===== config.mk =====
export PLATFORM = sky130hd
export DESIGN_NAME = vend_sequencer
export DESIGN_NICKNAME = d
export VERILOG_FILES = /design/src/rtl/vend_pkg.sv /design/src/rtl/vend_timer.sv /design/src/rtl/vend_sequencer.sv
export SDC_FILE = /design/constraint.sdc
export NUM_CORES = 1
export LEC_CHECK = 0
export ABC_AREA = 1
export ABC_CLOCK_PERIOD_IN_PS = 2850
export CORE_MARGIN = 8
export CORE_UTILIZATION = 35
export DETAILED_ROUTE_END_ITERATION = 8
export GPL_ROUTABILITY_DRIVEN = 0
export RECOVER_POWER = 50
export REMOVE_ABC_BUFFERS = 1
export SYNTH_ARGS = -nofsm -noshare
export SYNTH_HDL_FRONTEND = slang
export SYNTH_SLANG_ARGS = --single-unit
export TNS_END_PERCENT = 5

===== constraint.sdc =====
create_clock -name clk_i -period 2.85 [get_ports clk_i]
set_input_delay 0.57 -clock clk_i [delete_from_list [all_inputs] [get_ports clk_i]]
set_output_delay 0.57 -clock clk_i [all_outputs]
set_load 0.01 [all_outputs]

===== src/rtl/vend_pkg.sv =====
// Shared types and default pricing for the vending sequencer and its display logic.
package vend_pkg;

  typedef enum logic [1:0] {
    IDLE    = 2'd0,
    COLLECT = 2'd1,
    DISP    = 2'd2,
    CHANGE  = 2'd3
  } state_t;

  localparam int unsigned VEND_VALUE_W   = 8;
  localparam int unsigned VEND_PRICE     = 25;
  localparam int unsigned VEND_COIN_UNIT = 5;

endpackage


===== src/rtl/vend_timer.sv =====
// Loadable/clearable down-counter; done_o is high whenever the count is zero.
module vend_timer #(
  parameter int unsigned CNT_W = 4
) (
  input  logic             clk_i,
  input  logic             rst_i,
  input  logic             load_i,
  input  logic [CNT_W-1:0] load_val_i,
  input  logic             clr_i,
  input  logic             en_i,
  output logic             done_o
);

  logic [CNT_W-1:0] cnt_q;

  // Load wins over clear so a restart in the same cycle as leaving is not lost.
  always_ff @(posedge clk_i) begin
    if (rst_i) begin
      cnt_q <= '0;
    end else if (load_i) begin
      cnt_q <= load_val_i;
    end else if (clr_i) begin
      cnt_q <= '0;
    end else if (en_i && (cnt_q != '0)) begin
      cnt_q <= cnt_q - 1'b1;
    end
  end

  assign done_o = (cnt_q == '0);

endmodule


===== src/rtl/vend_sequencer.sv =====
// Coin accumulation, dispense and coin-by-coin change payout controller.
// Optional inactivity refund in COLLECT when VEND_TIMEOUT_EN is defined.
module vend_sequencer
  import vend_pkg::*;
#(
  parameter int unsigned VALUE_W        = VEND_VALUE_W,
  parameter int unsigned PRICE          = VEND_PRICE,
  parameter int unsigned COIN_UNIT      = VEND_COIN_UNIT,
  parameter int unsigned TIMEOUT_CYCLES = 50_000_000
) (
  input  logic               clk_i,
  input  logic               rst_i,
  input  logic               coin_valid_i,
  input  logic [VALUE_W-1:0] coin_value_i,
  input  logic               cancel_i,
  input  logic               change_ack_i,
  output logic               dispense_o,
  output logic               change_req_o,
  output logic               coin_reject_o,
  output logic [VALUE_W-1:0] total_o,
  output logic               busy_o
);

  localparam logic [VALUE_W-1:0] PRICE_V = VALUE_W'(PRICE);
  localparam logic [VALUE_W-1:0] UNIT_V  = VALUE_W'(COIN_UNIT);

  state_t             state_q, state_d;
  logic [VALUE_W-1:0] total_q, total_d;
  logic               reject_q;
  logic               coin_accept;
  logic               timeout_hit;
  logic               req;
  logic [VALUE_W:0]   coin_sum;

  // Carry bit flags a sum that would not fit the total register.
  assign coin_sum = {1'b0, total_q} + {1'b0, coin_value_i};
  assign req      = (state_q == CHANGE) && (total_q >= UNIT_V);

`ifdef VEND_TIMEOUT_EN
  localparam int unsigned TMR_W = (TIMEOUT_CYCLES > 1) ? $clog2(TIMEOUT_CYCLES) : 1;

  logic tmr_done;

  vend_timer #(
    .CNT_W(TMR_W)
  ) u_timer (
    .clk_i     (clk_i),
    .rst_i     (rst_i),
    .load_i    (coin_accept),
    .load_val_i(TMR_W'(TIMEOUT_CYCLES - 1)),
    .clr_i     (state_q != COLLECT),
    .en_i      (state_q == COLLECT),
    .done_o    (tmr_done)
  );

  assign timeout_hit = tmr_done;
`else
  assign timeout_hit = 1'b0;
`endif

  always_comb begin
    state_d     = state_q;
    total_d     = total_q;
    coin_accept = 1'b0;
    case (state_q)
      IDLE: begin
        if (coin_valid_i) begin
          coin_accept = 1'b1;
          total_d     = coin_value_i;
          state_d     = COLLECT;
        end
      end
      COLLECT: begin
        // A coin arriving with cancel/timeout or once the price is met is refused.
        if (cancel_i || timeout_hit) begin
          state_d = CHANGE;
        end else if (total_q >= PRICE_V) begin
          state_d = DISP;
        end else if (coin_valid_i && !coin_sum[VALUE_W]) begin
          coin_accept = 1'b1;
          total_d     = coin_sum[VALUE_W-1:0];
        end
      end
      DISP: begin
        total_d = total_q - PRICE_V;
        state_d = CHANGE;
      end
      CHANGE: begin
        if (!req) begin
          total_d = '0;
          state_d = IDLE;
        end else if (change_ack_i) begin
          total_d = total_q - UNIT_V;
        end
      end
      default: state_d = IDLE;
    endcase
  end

  always_ff @(posedge clk_i) begin
    if (rst_i) begin
      state_q  <= IDLE;
      total_q  <= '0;
      reject_q <= 1'b0;
    end else begin
      state_q  <= state_d;
      total_q  <= total_d;
      reject_q <= coin_valid_i && !coin_accept;
    end
  end

  assign dispense_o    = (state_q == DISP);
  assign change_req_o  = req;
  assign coin_reject_o = reject_q;
  assign total_o       = total_q;
  assign busy_o        = (state_q == DISP) || (state_q == CHANGE);

endmodule


Yosys cells after proc, flatten, opt, wreduce, memory -nomap -nowiden
Index checks and enable logic that the tools add are counted.

word-level totals
  output and inout port bits = 12
  register bits after elaboration = 11

operators by class
  $add $sub $neg = 3
  equality and inequality tests = 10
  $lt $le $gt $ge = 2
  reduce and logical (&&, ||, !) cells = 9
  mux-type cells = 17

operators with widths
  kind                                                                number
  two-way mux 8 bit                                                   6
  case mux 8 bit (4 select lines)                                     1
  != test 2 bit (second input constant)                               5
  adder 8 x 8 -> 9 bit                                                1
  greater-or-equal comparator 8 x 3 -> 1 bit (second input constant)  1
  greater-or-equal comparator 8 x 5 -> 1 bit (second input constant)  1
  two-way mux 2 bit                                                   4
  case mux 2 bit (4 select lines)                                     1
  subtractor 8 x 3 -> 8 bit (second input constant)                   1
  subtractor 8 x 5 -> 8 bit (second input constant)                   1
  != test 3 bit (second input constant)                               2
  AND reduction 5 bit                                                 1
  == test 2 bit (second input constant)                               2
  two-way mux 1 bit                                                   4
  logical AND 1 bit                                                   3
  AND reduction 3 bit                                                 1
  == test 2 x 1 -> 1 bit (second input constant)                      1
  logical NOT 1 bit                                                   2
  logical NOT 2 bit                                                   1
  case mux 1 bit (2 select lines)                                     1
  logical OR 1 bit                                                    1

Longest topological paths before layout
  depth in word-level cells = 9
  gate-level depth with buffers = 13
  gate-level depth less buffers = 13

Least setup slack after synthesis
OpenSTA, ideal clock, no wires.

  path type = input -> register
  from = input coin_value_i[0]
  to = register total_q[5] (netlist: total_o[5])
  slack = 0.912 ns
  data required time = 2.728 ns
  stages = 13
  path buffers = 0
  data arrival time = 1.816 ns
  setup time = 0.122 ns
  path through = ha_1 inv_1 fa_1 inv_1 nand2_1 nand3_1 nand2_1 nand2_2 nand2_2 nand2_4 nand2_1 nand2_1 a21oi_1

on the way
  word-level cells in the longest chain between the ends = 5

RTL lines
  element                                                                        line                                        source
  from (decl)                                                                    vend_sequencer.sv:14                        input logic [VALUE_W-1:0] coin_value_i,
  adder 8 x 8 -> 9 bit *                                                         vend_sequencer.sv:36                        assign coin_sum = {1'b0, total_q} + {1'b0, coin_value_i};
  two-way mux 8 bit / logical NOT 1 bit (equally long branches)                  vend_sequencer.sv:79                        end else if (coin_valid_i && !coin_sum[VALUE_W]) begin
  two-way mux 8 bit / logical AND 1 bit (equally long branches)                  vend_sequencer.sv:77, vend_sequencer.sv:79
  two-way mux 8 bit / != test 2 bit (equally long branches)                      --
  case mux 8 bit (4 select lines) / AND reduction 5 bit (equally long branches)  --
  to (signal assigned)                                                           vend_sequencer.sv:107                       total_q <= total_d;
  to (decl)                                                                      vend_sequencer.sv:28                        logic [VALUE_W-1:0] total_q, total_d;

Every way passes the cells marked *; elsewhere a longest branch is shown, timed or not. The select of a mux whose other input is x is not followed.
A chain may end at the register's enable or synchronous reset.

Final worst setup path
  from = register total_q[0] (netlist: total_o[0])
  to = output change_req_o

on the way
  word-level cells in the longest chain between the ends = 2

RTL lines
  element                                     line                  source
  greater-or-equal comparator 8 x 3 -> 1 bit  vend_sequencer.sv:37  assign req = (state_q == CHANGE) && (total_q >= UNIT_V);
  logical AND 1 bit                           vend_sequencer.sv:37
  to (decl)                                   vend_sequencer.sv:18  output logic change_req_o,

Every way passes these cells.

==> impl_results.md <==
* Run status: finished clean
* Port Buffer Count at 24
* Synth warn at 0
* Adder-Cell Fraction of Synth Area at 0.136
* Most used cell, CP: inv_1
* Vias in the first global route at 1,522
* Tightest Hold Check Type: reg -> reg
* Max Cap Viol at 0
* # H-tree levels at 1
* Clock buffer depth at 2
* CTS tree: yes
* CP Max Fanout at 7
* Core Area at 3970 µm²
* Post-DP HPWL at 3.37 mm
* Max incr delay on CP at 0.58 ns
* N_diodes at 0
* Synth cell types at 23
* Worst R2R End: total_o[0]
* Peak VDD IR at 0.000725 V
* Via/cell ratio at 4.82
* Worst path cell trace: inv_1, ha_1, inv_1, nand2_1, nand3_1, nor2_1, nor2_4, clkdlybuf4s50_1
* F_max at 368 MHz
* Synth Area in Simple Gates at 0.503
* CP Launch Type: register
* Crit path max-delay family: buffers and inverters
* Layout area overhead at 24.1%
* Die Span X at 79.9 µm
* Synthesized area at 1430 µm²
* Sequential-to-total area share from yosys stat at 0.154
* DR iter-0 viols at 54
* WS Path Type: reg -> out
* Post-synthesis area per instance at 5.70 µm²
* Actual slew at the worst max-slew pin at 0.744 ns
* Post-CTS Setup Bufs at 0
* Clk root buf: clkbuf_8
* Worst reg-to-reg path cell count at 13
* Worst reg2reg setup slack at 0.79 ns
* End-of-flow core utilization at 0.447
* Nets at 306
* Hold Vio Cnt, Final at 0
* XOR/XNOR share of the synthesized area at 0.00612
* Mux cell area share after synthesis at 0
* Slowest CP cell: clkdlybuf4s50_1
* Worst Min Path Start: state_q[0]
* Wire length per cell at 13.1 µm
* Hold_buf cts at 0
* Vias at 1,577
* Initial Util at 0.360
* Hold path endpoint: state_q[0]
* Clock transition at path regs at 0.05 ns
* Crit path buf inv count at 3
* Clock network fraction of total power at 0.082
* Cells on Worst Hold Path at 2
* Flop pwr share at 0.166
* Synth Area in Compound Gates at 0.111
* Slew headroom at 0.499
* First-pass DRT Iterations at 4
* Main combinational cell family by area after synthesis: simple AND/OR/NAND/NOR gates
* FP Rows at 23
* Die ar. at 6390 µm²
* Cells after Synth at 251
* Final setup viols at 0
* Critical Path RT at 2.28 ns
* DRC Markers at 0
* Most frequent cells in the layout: 76 x nand2_1, 34 x nand3_1, 31 x nor2_1, 29 x inv_1
* FF+latch count, synth at 11
* Total gr overflow at 0
* Sum Neg Setup Slack at 0 ns
* CP Data Arrival Time at 2.15 ns
* DRT antenna net count at 0
* # IOs at 25
* Most common cell after layout, fill and taps aside: nand2_1
* Total Wirelength at 4.28 mm
* Gates resized, CTS repair at 0
* Die Ht at 79.9 µm
* Sw Share at 0.546
* P_sw at 1.13 mW
* Logic gate share of total power at 0.752
* Clock latency on the worst-skew pair at 0.25 ns
* Gr usage total at 0.139
* PwrDens at 1170 nW/µm²
* Leakage at 0.895 nW
* Total power at 2.08 mW
* RSZ-0062 raised after global routing: false
* Share of cells above drive strength 1 at 0.0794
* Antenna violations before repair at 0
* Largest net degree at the start of global routing at 14
* P_int at 0.945 mW
* Worst reg2reg path startpoint: total_o[0]
* Worst hold slack at 0.530 ns
* Num CTS Buffers at 3
* Crit share post-route at 0.954
* Fin crit period at 2.72 ns
* Clock sink count at 11
* Slew Viols, Final at 0
* CP endpoint kind: primary output
* Worst Skew at 0.00447 ns
* First-pass GRT wire length at 7.12 mm
[how the worst max path moves through the flow]
stage | from | to | slack, ns | cells after the start
final | total_o[0] | change_req_o | 0.13 | 8
after global routing | total_o[0] | change_req_o | 0.03 | 8
after CTS | total_o[0] | change_req_o | 0.11 | 8
after detailed placement | coin_value_i[0] | total_o[5] | 0.19 | 14
after global placement | coin_value_i[0] | total_o[0] | 0.22 | 14
after floorplan | coin_value_i[0] | total_o[5] | 0.91 | 13
[worst min-delay path, cell delays in order, from the launching register on]
cell and delay (ns):
dfxtp_1 0.35, nand2_1 0.08, a21oi_1 0.06
[cells by family (layout without fill, tap and decap cells)]
group	after synthesis	count (layout)
compound gates	28	28
xor+xnor	1	1
fa+ha+maj	15	15
simple gates	162	162
flops	11	11
buf+inv	34	60
[metrics by stage]
stage,std cells,setup WS (ns),instance area [µm²]
floorplan,248,0.906,1420
global placement,323,0.215,1730
detailed placement,323,0.195,1730
CTS,327,0.106,1770
global route,327,0.0269,1770
finish,327,0.133,1770
[flip-flops by register name, summed over array words and instances (netlist names)]
register	flops
coin_reject_o	1
state_q	2
total_o	8
[power by group through the flow]
stage / sequential, mW / combinational (mW) / clock, mW
final: 0.346 / 1.56 / 0.170
after detailed placement: 0.349 / 1.59 / 0
after global routing: 0.361 / 1.79 / 0.181
after CTS: 0.346 / 1.60 / 0.177
after floorplan: 0.344 / 1.11 / 0
after global placement: 0.352 / 1.58 / 0
[cells in the mapped netlist]
cell / number / area [µm²]
nor2_1: 31 / 116
a21oi_4: 1 / 16.3
nand3b_1: 5 / 37.5
a21oi_1: 15 / 75.1
xor2_1: 1 / 8.76
nor2_4: 1 / 11.3
nand2_2: 2 / 12.5
fa_1: 1 / 20.0
o21ai_0: 10 / 50.1
o2111ai_1: 1 / 8.76
a31o_2: 1 / 8.76
ha_1: 14 / 175
nand2_4: 1 / 11.3
nand4_1: 1 / 6.26
or2_2: 7 / 43.8
dfxtp_1: 11 / 220
nand2_1: 76 / 285
or2_1: 1 / 6.26
inv_1: 29 / 109
nand3_1: 34 / 170
clkbuf_1: 3 / 11.3
inv_2: 2 / 7.51
nor2_2: 3 / 18.8
[final cells by class]
class / instances / area, µm²
Timing Repair Buffer: 25 / 248
Clock buffer: 4 / 45.0
Inverter: 31 / 116
Sequential cell: 11 / 220
Fill cell: 442 / 2200
Multi-Input combinational cell: 206 / 1080
Tap cell: 50 / 62.6
[metal layers]
metal,global-route usage,routed length [µm]
met5,0,0
met4,0.0327,40
met3,0.0304,190
met2,0.229,1920
met1,0.178,2130
(Power assumes the default switching activity.)
